**src/rtl/cpu_pkg.sv**
```systemverilog
// Shared fetch-stage definitions: reset PC, special instruction encodings and fetch FSM states.
package cpu_pkg;

  localparam logic [31:0] RESET_PC_DEF  = 32'h0000_3000;
  localparam logic [31:0] NOP_INSTR     = 32'h0000_0000;
  localparam logic [31:0] SYSCALL_INSTR = 32'h0000_000C;

  typedef enum logic {
    RUN    = 1'b0,
    HALTED = 1'b1
  } fetch_state_t;

endpackage

```
**src/rtl/if_fetch_unit_if.sv**
```systemverilog
// Instruction ROM bus: fetch stage drives the word address, ROM returns the word combinationally.
interface if_fetch_unit_if #(
  parameter int IM_AW = 10
);
  logic [IM_AW-1:0] im_addr;
  logic [31:0]      im_dout;

  modport master (output im_addr, input im_dout);
  modport slave  (input im_addr, output im_dout);
endinterface

```
**src/rtl/if_id_reg.sv**
```systemverilog
// IF/ID pipeline register. Priority: hold > bubble > load.
module if_id_reg
  import cpu_pkg::*;
(
  input  logic        clk,
  input  logic        rst,
  input  logic        load,
  input  logic        bubble,
  input  logic        hold,
  input  logic [31:0] instr_in,
  input  logic [31:0] pc4_in,
  output logic [31:0] instr_d,
  output logic [31:0] pc4_d,
  output logic        valid_d
);

  always_ff @(posedge clk or posedge rst) begin
    if (rst) begin
      instr_d <= NOP_INSTR;
      pc4_d   <= 32'h0;
      valid_d <= 1'b0;
    end else if (!hold) begin
      if (bubble) begin
        // pc4_d keeps its old value; it is meaningless while valid_d is low
        instr_d <= NOP_INSTR;
        valid_d <= 1'b0;
      end else if (load) begin
        instr_d <= instr_in;
        pc4_d   <= pc4_in;
        valid_d <= 1'b1;
      end
    end
  end

endmodule

```
**src/rtl/if_fetch_unit.sv**
```systemverilog
// MIPS IF stage: PC register, ROM addressing and IF/ID capture with stall/redirect/flush.
// Optional macro HALT_DETECT_EN adds a RUN/HALTED FSM that freezes fetch after a syscall.
module if_fetch_unit
  import cpu_pkg::*;
#(
  parameter logic [31:0] RESET_PC = RESET_PC_DEF,
  parameter int          IM_AW    = 10
) (
  input  logic               clk,
  input  logic               rst,
  input  logic               stall,
  input  logic               flush,
  input  logic               redirect,
  input  logic [31:0]        redirect_pc,
  if_fetch_unit_if.master    im,
  output logic [31:0]        pc_f,
  output logic [31:0]        instr_d,
  output logic [31:0]        pc4_d,
  output logic               valid_d,
  output logic               halted
);

  logic [31:0] pc_plus4;
  logic [31:0] pc_nxt;
  logic        halt_q;
  logic        bubble;

  assign pc_plus4    = pc_f + 32'd4;
  assign im.im_addr  = pc_f[IM_AW+1:2];

`ifdef HALT_DETECT_EN
  fetch_state_t state, state_nxt;

  always_ff @(posedge clk or posedge rst) begin
    if (rst) state <= RUN;
    else     state <= state_nxt;
  end

  // Only a normal-path capture of a syscall halts; squashed or stalled fetches do not.
  always_comb begin
    state_nxt = state;
    if (state == RUN && !stall && !redirect && !flush && im.im_dout == SYSCALL_INSTR)
      state_nxt = HALTED;
  end

  assign halt_q = (state == HALTED);
`else
  assign halt_q = 1'b0;
`endif

  assign halted = halt_q;

  always_comb begin
    pc_nxt = pc_f;
    if (!stall && !halt_q) begin
      if (redirect) pc_nxt = redirect_pc & 32'hFFFF_FFFC;
      else          pc_nxt = pc_plus4;
    end
  end

  always_ff @(posedge clk or posedge rst) begin
    if (rst) pc_f <= RESET_PC;
    else     pc_f <= pc_nxt;
  end

  assign bubble = redirect | flush | halt_q;

  if_id_reg u_if_id (
    .clk      (clk),
    .rst      (rst),
    .load     (~stall),
    .bubble   (bubble),
    .hold     (stall),
    .instr_in (im.im_dout),
    .pc4_in   (pc_plus4),
    .instr_d  (instr_d),
    .pc4_d    (pc4_d),
    .valid_d  (valid_d)
  );

endmodule

```
**src/flat_wrapper.sv**
```systemverilog
// flat-port wrapper written by rule: the top's interface ports become plain ports
module if_fetch_unit_flat import cpu_pkg::*;
#(
  parameter logic [31:0] RESET_PC = RESET_PC_DEF,
  parameter int          IM_AW    = 10
)
  (clk, rst, stall, flush, redirect, redirect_pc, pc_f, instr_d, pc4_d, valid_d, halted, im_im_addr, im_im_dout);
  if_fetch_unit_if #(.IM_AW(IM_AW)) im_i ();
  input  logic clk;
  input  logic rst;
  input  logic stall;
  input  logic flush;
  input  logic redirect;
  input  logic [31:0] redirect_pc;
  output logic [31:0] pc_f;
  output logic [31:0] instr_d;
  output logic [31:0] pc4_d;
  output logic valid_d;
  output logic halted;
  output wire logic [$bits(im_i.im_addr)-1:0] im_im_addr;
  input wire logic [$bits(im_i.im_dout)-1:0] im_im_dout;
  assign im_im_addr = im_i.im_addr;
  assign im_i.im_dout = im_im_dout;
  if_fetch_unit #(.RESET_PC(RESET_PC), .IM_AW(IM_AW)) u_core (.clk(clk), .rst(rst), .stall(stall), .flush(flush), .redirect(redirect), .redirect_pc(redirect_pc), .im(im_i), .pc_f(pc_f), .instr_d(instr_d), .pc4_d(pc4_d), .valid_d(valid_d), .halted(halted));
endmodule
```
**config.mk**
```make
export PLATFORM = sky130hd
export DESIGN_NAME = if_fetch_unit_flat
export DESIGN_NICKNAME = d
export VERILOG_FILES = /design/src/rtl/cpu_pkg.sv /design/src/rtl/if_fetch_unit_if.sv /design/src/rtl/if_id_reg.sv /design/src/rtl/if_fetch_unit.sv /design/src/flat_wrapper.sv
export SDC_FILE = /design/constraint.sdc
export NUM_CORES = 1
export LEC_CHECK = 0
export BUFFER_PORTS_ARGS = -buffer_cell sky130_fd_sc_hd__buf_2
export CAP_MARGIN = 20
export CORE_ASPECT_RATIO = 0.7
export CORE_MARGIN = 10
export CORE_UTILIZATION = 40
export DETAILED_ROUTE_END_ITERATION = 8
export GPL_TIMING_DRIVEN = 1
export PLACE_DENSITY = 0.65
export SYNTH_ARGS = -nofsm -noshare
export SYNTH_HDL_FRONTEND = slang
export SYNTH_HIERARCHICAL = 1
export SYNTH_SLANG_ARGS = --single-unit
```
**constraint.sdc**
```tcl
create_clock -name clk -period 2.7 [get_ports clk]
set_input_delay 0.54 -clock clk [delete_from_list [all_inputs] [get_ports clk]]
set_output_delay 0.54 -clock clk [all_outputs]
set_load 0.01 [all_outputs]
```
==> results.cfg, run 1 <==
[outcome]
status = completed

[yosys]
ys_warn_count = 6
yosysTopAreaCellShare = 0.464
synth-xor-area-share = 0.0471
synth_cell_types = 61
synthMuxAreaShare = 0.0798
synth_edf_count = 0
synth_top_family_by_area = compound AO/OA/AOI/OAI gates
synthArstFlopShare = 1.00
synth-seq-cells = 95
synth_flop_cell = dfrtp_1
synth_area_sq_mm = 0.00502
synth_compound_area_frac = 0.170
synth_top_area_cell = dfrtp_1
netlist_instances = 475
syn_area_per_cell_sq_um = 10.6
yosysSeqAreaShare = 0.474
yosys.area_share.simple = 0.148
synthAdderAreaFrac = 0.00249
synth_area_leaders = dfrtp_1, a22o_1, xnor2_1, mux2_1, mux2_2

[sta]
fin_crit_ns = 2.32
fmax_mhz = 431
worst_hold_slack_ns = 0.161
skew_ns = 0.0122
rsz0062_at_grt = no
worst_pin_slew_ns = 0.918
final.setup.tns_ns = 0
finalSetupViolations = 0
fin_crit_sh = 0.859
slew-limit-headroom = 0.386
drv_slew = 0
hold_violations = 0

[final_layout]
area_delta_synth_final_pct = 24.7
fill_cells = 1196
antenna_cells = 0
fin_nets = 695
final_layout_size_suffix_gt1_frac = 0.368

[power_and_ir_drop]
powerDensity_mw_per_mm2 = 686
peakVddDrop_mv = 0.338
p_leak_uw = 0.00292

[clocking]
h-tree-depth = 3
clock-sinks = 95
postCtsSetupRepairBufs = 0
cts.path.max_buffers = 2
path_clk_slew_ns = 0.07
cts-buffers-inserted = 9
tritoncts = done
cts_resized = 0
cts_hold_buf = 0
clk_latency_ns = 0.35
cts_root_buf = clkbuf_16

[die]
die_area_sq_mm = 0.0175
die_w_um = 154
die_h_um = 114
rows = 34
start_util = 0.407
boundaryPins = 177
core_sq_mm = 0.0123

[critical_path]
timing.rr.end = u_core/u_if_id/pc4_d[24]$_DFFE_PP0P_
crit_path_start_kind = flip-flop
crit_path_end_kind = flip-flop
reg2reg_slack_ns = 0.38
startpoint = u_core/pc_f[2]$_DFFE_PP0N_
crit_chain = ha_1, and2_1, nand4_1, or3_1, xnor2_1, mux2_1
critPathSlowestCell = or3_1
critPathRequiredTime_ns = 2.93
reg2reg_depth = 6
critPathArrivalTime_ns = 2.55
worst_path_largest_cell_delay_ns = 0.49
crit_type = reg -> reg
reg2reg_from = u_core/pc_f[2]$_DFFE_PP0N_
cp-endpoint = u_core/u_if_id/pc4_d[24]$_DFFE_PP0P_
critPathMaxFanout = 7

[placement]
routabilityCongestion = 0.837
dp.final_hpwl_um = 11900
io_buffers = 171

[grt]
antenna_found_initial = 0
overflow = 0
grt_pass1_wl_um = 25000
grtUsageTotal = 0.175
grt_start_max_net_pins = 57
grt_pass1_vias = 4364

[routing]
ant_nets = 0
viasPerCell = 5.51
drt_pre_antenna_iters = 5
drt_iter0_markers = 340
wl_per_cell_um = 19.8
routed-via-count = 4364
wl_um = 15700
drc = 0

[worst_hold_path]
hold_class = in -> async

[job]
cap_violations = 0
worst min path at each step:
| stage | start | end | slack, ns |
|---|---|---|---|
| 6_report | rst | u_core/pc_f[30]$_DFFE_PP0N_ | 0.16 |
| 5_1_grt | rst | u_core/pc_f[28]$_DFFE_PP0N_ | 0.17 |
| 3_5_place_dp | u_core/u_if_id/pc4_d[24]$_DFFE_PP0P_ | u_core/u_if_id/pc4_d[24]$_DFFE_PP0P_ | 0.47 |
| 2_1_floorplan | u_core/u_if_id/pc4_d[0]$_DFFE_PP0P_ | u_core/u_if_id/pc4_d[0]$_DFFE_PP0P_ | 0.53 |
| 3_3_place_gp | u_core/u_if_id/pc4_d[0]$_DFFE_PP0P_ | u_core/u_if_id/pc4_d[0]$_DFFE_PP0P_ | 0.46 |
| 4_1_cts | rst | u_core/pc_f[28]$_DFFE_PP0N_ | 0.15 |
per-stage QoR:
stage          worst slack [ns]  utilization  total power, uW  area [sq um]  instances
6_report                  0.380        0.507             4290          6250        792
5_1_grt                   0.246        0.507             4530          6250        792
4_1_cts                   0.396        0.507             4340          6250        792
3_5_place_dp              0.350        0.482             2980          5940        776
3_3_place_gp              0.423        0.482             2950          5940        776
2_1_floorplan             0.534            -             2510          5030        479
critical path: cells and delay by family, from the launching register on:
| kind | cells | cell delay [ns] |
|---|---|---|
| and+or+nand+nor | 3 | 1.00 |
| muxes | 1 | 0.30 |
| DFF | 1 | 0.43 |
| xor gates and xnor gates | 1 | 0.14 |
| adders and majority gates | 1 | 0.33 |
layer usage:
layer | global-route usage | up-vias | routed length [um]
li1 | - | 2050 | -
met1 | 0.244 | 2139 | 7250
met2 | 0.264 | 164 | 7180
met3 | 0.0493 | 11 | 1110
met4 | 0.0358 | 0 | 127
met5 | 0 | - | 0
layout make-up:
type	count	area, sq um	share of cell area
sequential	95	2380	0.380
tap	162	203	0.0324
inverter	20	75.1	0.0120
clock inverter	7	87.6	0.0140
clock buffer	9	225	0.0360
timing repair buffer	190	1010	0.162
multi-input combinational	309	2270	0.363
state kept, by name (all words and copies together) (netlist names):
name and flops:
u_core/pc_f 30, u_core/u_if_id/instr_d 32, u_core/u_if_id/pc4_d 32, u_core/u_if_id/valid_d 1
cell usage in the layout (no fill, tap or decap), types with 9 or more instances in the layout:
master     count
nand4_1       11
o21ai_0       11
buf_2        171
a22o_1        26
buf_4         18
mux2_2        16
o311ai_0      12
a22oi_1       19
xnor2_1       22
nand3_1       21
inv_1         18
dfrtp_1       93
nor2_1        18
mux2_1        16
nand2_1       25
clkbuf_16      9
kinds of logic (layout without fill, tap and decap cells):
group	Yosys count	after routing
other	1	5
DFF	95	95
adders and majority gates	1	1
buffers and inverters	75	226
xor gates and xnor gates	27	27
and+or+nand+nor	131	131
AOI/OAI and AO/OA	109	109
muxes	36	36
cells in the mapped netlist (4+ instances only):
library cell,instances
nor2_1,18
and4_1,7
o221ai_1,6
nand3_1,21
a22oi_1,19
nand2_1,25
o211ai_1,8
buf_4,16
nand4_1,11
mux2i_1,4
inv_1,19
buf_2,15
nor2b_1,4
o311ai_0,12
xor2_1,5
clkbuf_1,18
dfrtp_1,93
xnor2_1,22
o21ai_0,11
mux2_2,16
nand3b_1,7
mux2_1,16
nor4_1,5
a21oi_1,7
or4_1,6
or3_1,7
and3_1,4
a22o_1,26
where the power goes:
group          total (uW)  leakage (uW)  switching [uW]  internal, uW
logic                1040       0.00159             561           479
registers            1900       0.00119             231          1670
clock network        1350      0.000148             610           740
Power figures use the tool's default switching activity.
==> run 2: changes to the inputs <==
--- a/config.mk
+++ b/config.mk
@@ -10,6 +10,7 @@
 export CORE_ASPECT_RATIO = 0.7
 export CORE_MARGIN = 10
 export CORE_UTILIZATION = 40
+export CTS_BUF_LIST = sky130_fd_sc_hd__clkbuf_2
 export DETAILED_ROUTE_END_ITERATION = 8
 export GPL_TIMING_DRIVEN = 1
 export PLACE_DENSITY = 0.65
==> run 2 against run 1 <==
  * Routed wire length hardly changed
  * First-iteration DRC count fell by 6.2%
  * Total power is 13% lower
  * Utilization fell by 1.4 points
  * Final cell count is 0.13% higher
  * Largest cell class unchanged
  * Largest power group unchanged
  * Global-route usage barely moved
  * Clock-buffer cell count is the same
==> results.cfg, run 2 (same netlist as run 1, synthesis figures left out) <==
[critical_path]
critPathRequiredTime_ns = 3.23
critPathArrivalTime_ns = 2.90
critPathMaxFanout = 7
crit_path_end_kind = flip-flop
crit_path_start_kind = flip-flop
crit_type = reg -> reg

[die]
rows = 34
die_w_um = 154
boundaryPins = 177
die_h_um = 114
core_sq_mm = 0.0123
die_area_sq_mm = 0.0175
start_util = 0.407

[clocking]
cts_root_buf = clkbuf_2
path_clk_slew_ns = 0.30
cts.path.max_buffers = 2
cts_hold_buf = 1
postCtsSetupRepairBufs = 0
clk_latency_ns = 0.62
h-tree-depth = 3
cts-buffers-inserted = 9
cts_resized = 0
tritoncts = done
clock-sinks = 95

[sta]
skew_ns = 0.0318
slew-limit-headroom = 0.352
fin_crit_sh = 0.878
hold_violations = 0
final.setup.tns_ns = 0
fmax_mhz = 422
worst_hold_slack_ns = 0.106
worst_pin_slew_ns = 0.968
rsz0062_at_grt = no
drv_slew = 0
fin_crit_ns = 2.37
finalSetupViolations = 0

[placement]
io_buffers = 171
post-place-cells = 776
dp.final_hpwl_um = 11900
routabilityCongestion = 0.837
place_area_sq_mm = 0.00594

[final_layout]
fin_nets = 696
antenna_cells = 0
area_delta_synth_final_pct = 21.3
largestRegisters = u_core/u_if_id/instr_d x32, u_core/u_if_id/pc4_d x32, u_core/pc_f x30
final_cell_mix = buf_2, dfrtp_1, a22o_1
layout_commonest_cell = buf_2
design_area_sq_mm = 0.00608
layoutNonFillerInstCount = 793
final_layout_size_suffix_gt1_frac = 0.368
fill_cells = 1219

[routing]
drt_iter0_markers = 319
routed-via-count = 4372
drt_pre_antenna_iters = 5
viasPerCell = 5.51
ant_nets = 0
drc = 0
wl_per_cell_um = 19.7
wl_um = 15700

[worst_hold_path]
hold_class = in -> reg

[grt]
overflow = 0
grt_pass1_vias = 4377
grt_start_max_net_pins = 57
antenna_found_initial = 0
grt_pass1_wl_um = 24900
grtUsageTotal = 0.174

[power_and_ir_drop]
p_leak_uw = 0.00285
powerDensity_mw_per_mm2 = 613
peakVddDrop_mv = 0.280
p_total_uw = 3730

[job]
cap_violations = 0

[outcome]
status = completed
[run 2: cell types whose count changed in the layout (fill, tap and decap cells not counted)]
cell	previous run	this run
clkbuf_2	0	9
clkbuf_16	9	0
dlygate4sd3_1	0	1
[run 2: final timing paths]
path,cells after the start,slack (ns),end,start
max in group asynchronous,4,1.65,u_core/u_if_id/instr_d[12]$_DFFE_PP0P_,rst
min in group asynchronous,3,0.39,u_core/pc_f[30]$_DFFE_PP0N_,rst
min reg2reg,1,0.52,u_core/u_if_id/pc4_d[24]$_DFFE_PP0P_,u_core/u_if_id/pc4_d[24]$_DFFE_PP0P_
max reg2reg,6,0.33,u_core/u_if_id/pc4_d[24]$_DFFE_PP0P_,u_core/pc_f[2]$_DFFE_PP0N_
max,6,0.33,u_core/u_if_id/pc4_d[24]$_DFFE_PP0P_,u_core/pc_f[2]$_DFFE_PP0N_
min,2,0.11,u_core/u_if_id/instr_d[7]$_DFFE_PP0P_,im_im_dout[7]
[run 2: metrics by stage]
stage | utilization | setup slack, ns
after global placement | 0.482 | 0.423
after global routing | 0.493 | 0.244
after floorplan | - | 0.534
after detailed placement | 0.482 | 0.350
final | 0.493 | 0.328
after CTS | 0.493 | 0.382
[run 2: area by class of cell]
type	instances	area, sq um	share of cell area
Clock buffer	9	45.0	0.00740
Clock inverter	7	87.6	0.0144
Inverter	20	75.1	0.0123
Multi-Input combinational cell	309	2270	0.374
Sequential cell	95	2380	0.391
Tap cell	162	203	0.0333
Timing Repair Buffer	191	1020	0.168
[run 2: routing by layer]
| metal | track usage | part of all wire | vias up |
|---|---|---|---|
| li1 | - | - | 2043 |
| met1 | 0.244 | 0.46 | 2179 |
| met2 | 0.261 | 0.46 | 138 |
| met3 | 0.0523 | 0.067 | 12 |
| met4 | 0.0358 | 0.0089 | 0 |
| met5 | 0 | 0 | - |
[run 2: worst max-delay path, stage by stage, from the launching register on]
cell     delay (ns)
dfrtp_1        0.51
ha_1           0.34
and2_1         0.25
nand4_1        0.26
or3_1          0.49
xnor2_1        0.14
mux2_1         0.30
[run 2: power by group]
part / switching, uW / internal (uW)
clock: 557 / 235
combinational: 559 / 480
sequential: 232 / 1670
==> run 3: changes to the inputs <==
--- a/config.mk
+++ b/config.mk
@@ -9,11 +9,11 @@
 export CAP_MARGIN = 20
 export CORE_ASPECT_RATIO = 0.7
 export CORE_MARGIN = 10
-export CORE_UTILIZATION = 40
+export CORE_UTILIZATION = 45
 export CTS_BUF_LIST = sky130_fd_sc_hd__clkbuf_2
 export DETAILED_ROUTE_END_ITERATION = 8
 export GPL_TIMING_DRIVEN = 1
-export PLACE_DENSITY = 0.65
+export PLACE_DENSITY = 0.72
 export SYNTH_ARGS = -nofsm -noshare
 export SYNTH_HDL_FRONTEND = slang
 export SYNTH_HIERARCHICAL = 1
==> constraint.sdc (replaced) <==
create_clock -name clk -period 2.4 [get_ports clk]
set_input_delay 0.48 -clock clk [delete_from_list [all_inputs] [get_ports clk]]
set_output_delay 0.48 -clock clk [all_outputs]
set_load 0.01 [all_outputs]
==> run 3 against run 2 <==
  * Via count grew 0.78%
  * Die area is 9.5% lower
  * Critical path depth is 1 lower
  * Non-clock buffer count grew 8
  * Combinational power up 18%
  * Highest routed layer unchanged
  * Final cell count shrank 0.13%
  * Hold slack worse by 0.020 ns
  * Utilization increased by 6.6 points
  * Clock skew rose by 0.0020 ns
  * Sequential power grew 11%
  * Routed wire length down 0.81%
  * Setup slack lost 0.16 ns
==> results.cfg, run 3 (same netlist as run 1, synthesis figures left out) <==
[outcome]
status = completed

[power_and_ir_drop]
peakVddDrop_mv = 0.333
seqPwrFrac = 0.508
p_sw_uw = 1470
combPwrFrac = 0.295
powerDensity_mw_per_mm2 = 678
p_leak_uw = 0.00289
power.share.switching = 0.354
clockPowerShare = 0.196
p_int_uw = 2690

[critical_path]
critPathRequiredTime_ns = 2.88
worst-path-stages = 5
critPathSlowestCell = dfrtp_1
critPathArrivalTime_ns = 2.71
crit_buf_inv = 0
worst_path_largest_cell_delay_ns = 0.54
reg2reg_depth = 5
crit_type = reg -> reg
critPathMaxFanout = 8
crit_chain = and4_1, nand4_1, or3_1, xnor2_1, mux2_1
critPathTopFamily = simple AND/OR/NAND/NOR gates
crit_path_end_kind = flip-flop
crit_path_start_kind = flip-flop

[routing]
wl_um = 15500
drt_pre_antenna_iters = 5
viasPerCell = 5.56
ant_nets = 0
wl_per_cell_um = 19.6
drc = 0
drt_iter0_markers = 374
routed-via-count = 4406

[worst_hold_path]
hold_class = in -> reg
hold-path-cell-count = 2

[placement]
dp.final_hpwl_um = 11700
io_buffers = 171
routabilityCongestion = 0.851
post-place-cells = 775

[die]
boundaryPins = 177
die_w_um = 146
rows = 32
die_area_sq_mm = 0.0158
core_sq_mm = 0.0110
start_util = 0.457
die_h_um = 108

[final_layout]
layout_commonest_cell = buf_2
fin_nets = 704
area_delta_synth_final_pct = 22.2
antenna_cells = 0
layoutNonFillerInstCount = 792
largestRegisters = u_core/u_if_id/instr_d x32, u_core/u_if_id/pc4_d x32, u_core/pc_f x30
fill_cells = 1022
final_cell_mix = buf_2, dfrtp_1, a22o_1
final_layout_size_suffix_gt1_frac = 0.376

[clocking]
path_clk_slew_ns = 0.26
h-tree-depth = 3
clk_latency_ns = 0.59
cts_root_buf = clkbuf_2
cts.path.max_buffers = 2
tritoncts = done
clock-sinks = 95
postCtsSetupRepairBufs = 0
cts-buffers-inserted = 9

[sta]
final.setup.tns_ns = 0
hold_violations = 0
worst_pin_slew_ns = 0.573
fin_crit_ns = 2.23
finalSetupViolations = 0
fin_crit_sh = 0.929
fmax_mhz = 449
rsz0062_at_grt = no
skew_ns = 0.0338
slew-limit-headroom = 0.618
drv_slew = 0

[job]
cap_violations = 0

[grt]
grt_util_met2 = 0.299
antenna_found_initial = 0
grtUsageTotal = 0.192
grt_start_max_net_pins = 57
grt_pass1_wl_um = 24800
grt_use_met1 = 0.252
overflow = 0
grtUsageMet3 = 0.0568
top_usage_layer = met2
grt_pass1_vias = 4551
## run 3: metal layers
metal,part of all wire,vias to the layer above
li1,-,2060
met1,0.44,2130
met2,0.46,189
met3,0.081,27
met4,0.020,0
met5,0,-
## run 3: layout make-up
class | count | area [sq um] | share of cell area
Sequential cell | 95 | 2380 | 0.388
Multi-Input combinational cell | 309 | 2270 | 0.371
Timing Repair Buffer | 199 | 1090 | 0.178
Tap cell | 153 | 191 | 0.0312
Inverter | 20 | 75.1 | 0.0122
Clock inverter | 6 | 67.6 | 0.0110
Clock buffer | 10 | 50.0 | 0.00816
## run 3: final timing paths
path | start | end | slack (ns)
max | u_core/pc_f[6]$_DFFE_PP0N_ | u_core/u_if_id/pc4_d[22]$_DFFE_PP0P_ | 0.17
min | im_im_dout[9] | u_core/u_if_id/instr_d[9]$_DFFE_PP0P_ | 0.09
max reg2reg | u_core/pc_f[6]$_DFFE_PP0N_ | u_core/u_if_id/pc4_d[22]$_DFFE_PP0P_ | 0.17
min reg2reg | u_core/u_if_id/pc4_d[27]$_DFFE_PP0P_ | u_core/u_if_id/pc4_d[27]$_DFFE_PP0P_ | 0.52
max in group asynchronous | rst | u_core/u_if_id/instr_d[8]$_DFFE_PP0P_ | 1.20
min in group asynchronous | rst | u_core/u_if_id/pc4_d[5]$_DFFE_PP0P_ | 0.44
## run 3: metrics by stage
| stage | utilization | cell area [sq um] | total power, uW | hold slack (ns) | setup WS, ns |
|---|---|---|---|---|---|
| 2_1_floorplan | - | 5030 | 2820 | 0.529 | 0.294 |
| 3_3_place_gp | 0.547 | 6000 | 3330 | 0.466 | 0.257 |
| 3_5_place_dp | 0.547 | 6000 | 3380 | 0.471 | 0.236 |
| 4_1_cts | 0.559 | 6130 | 4210 | 0.0410 | 0.201 |
| 5_1_grt | 0.559 | 6130 | 4430 | 0.0190 | 0.0393 |
| 6_report | 0.559 | 6130 | 4160 | 0.0862 | 0.171 |
## run 3: power groups by stage
stage                     registers, uW  clock network (uW)  logic (uW)
after floorplan                    2220                   0         606
after global placement             2120                   0        1210
after detailed placement           2140                   0        1240
after CTS                          2110                 852        1240
after global routing               2170                 915        1340
final                              2110                 816        1230
## run 3: what timing repair did
action	4_1_cts	5_1_grt
resized for setup	0	1
hold buffers	1	0
setup endpoints to repair	0	1
hold endpoints to repair	49	0
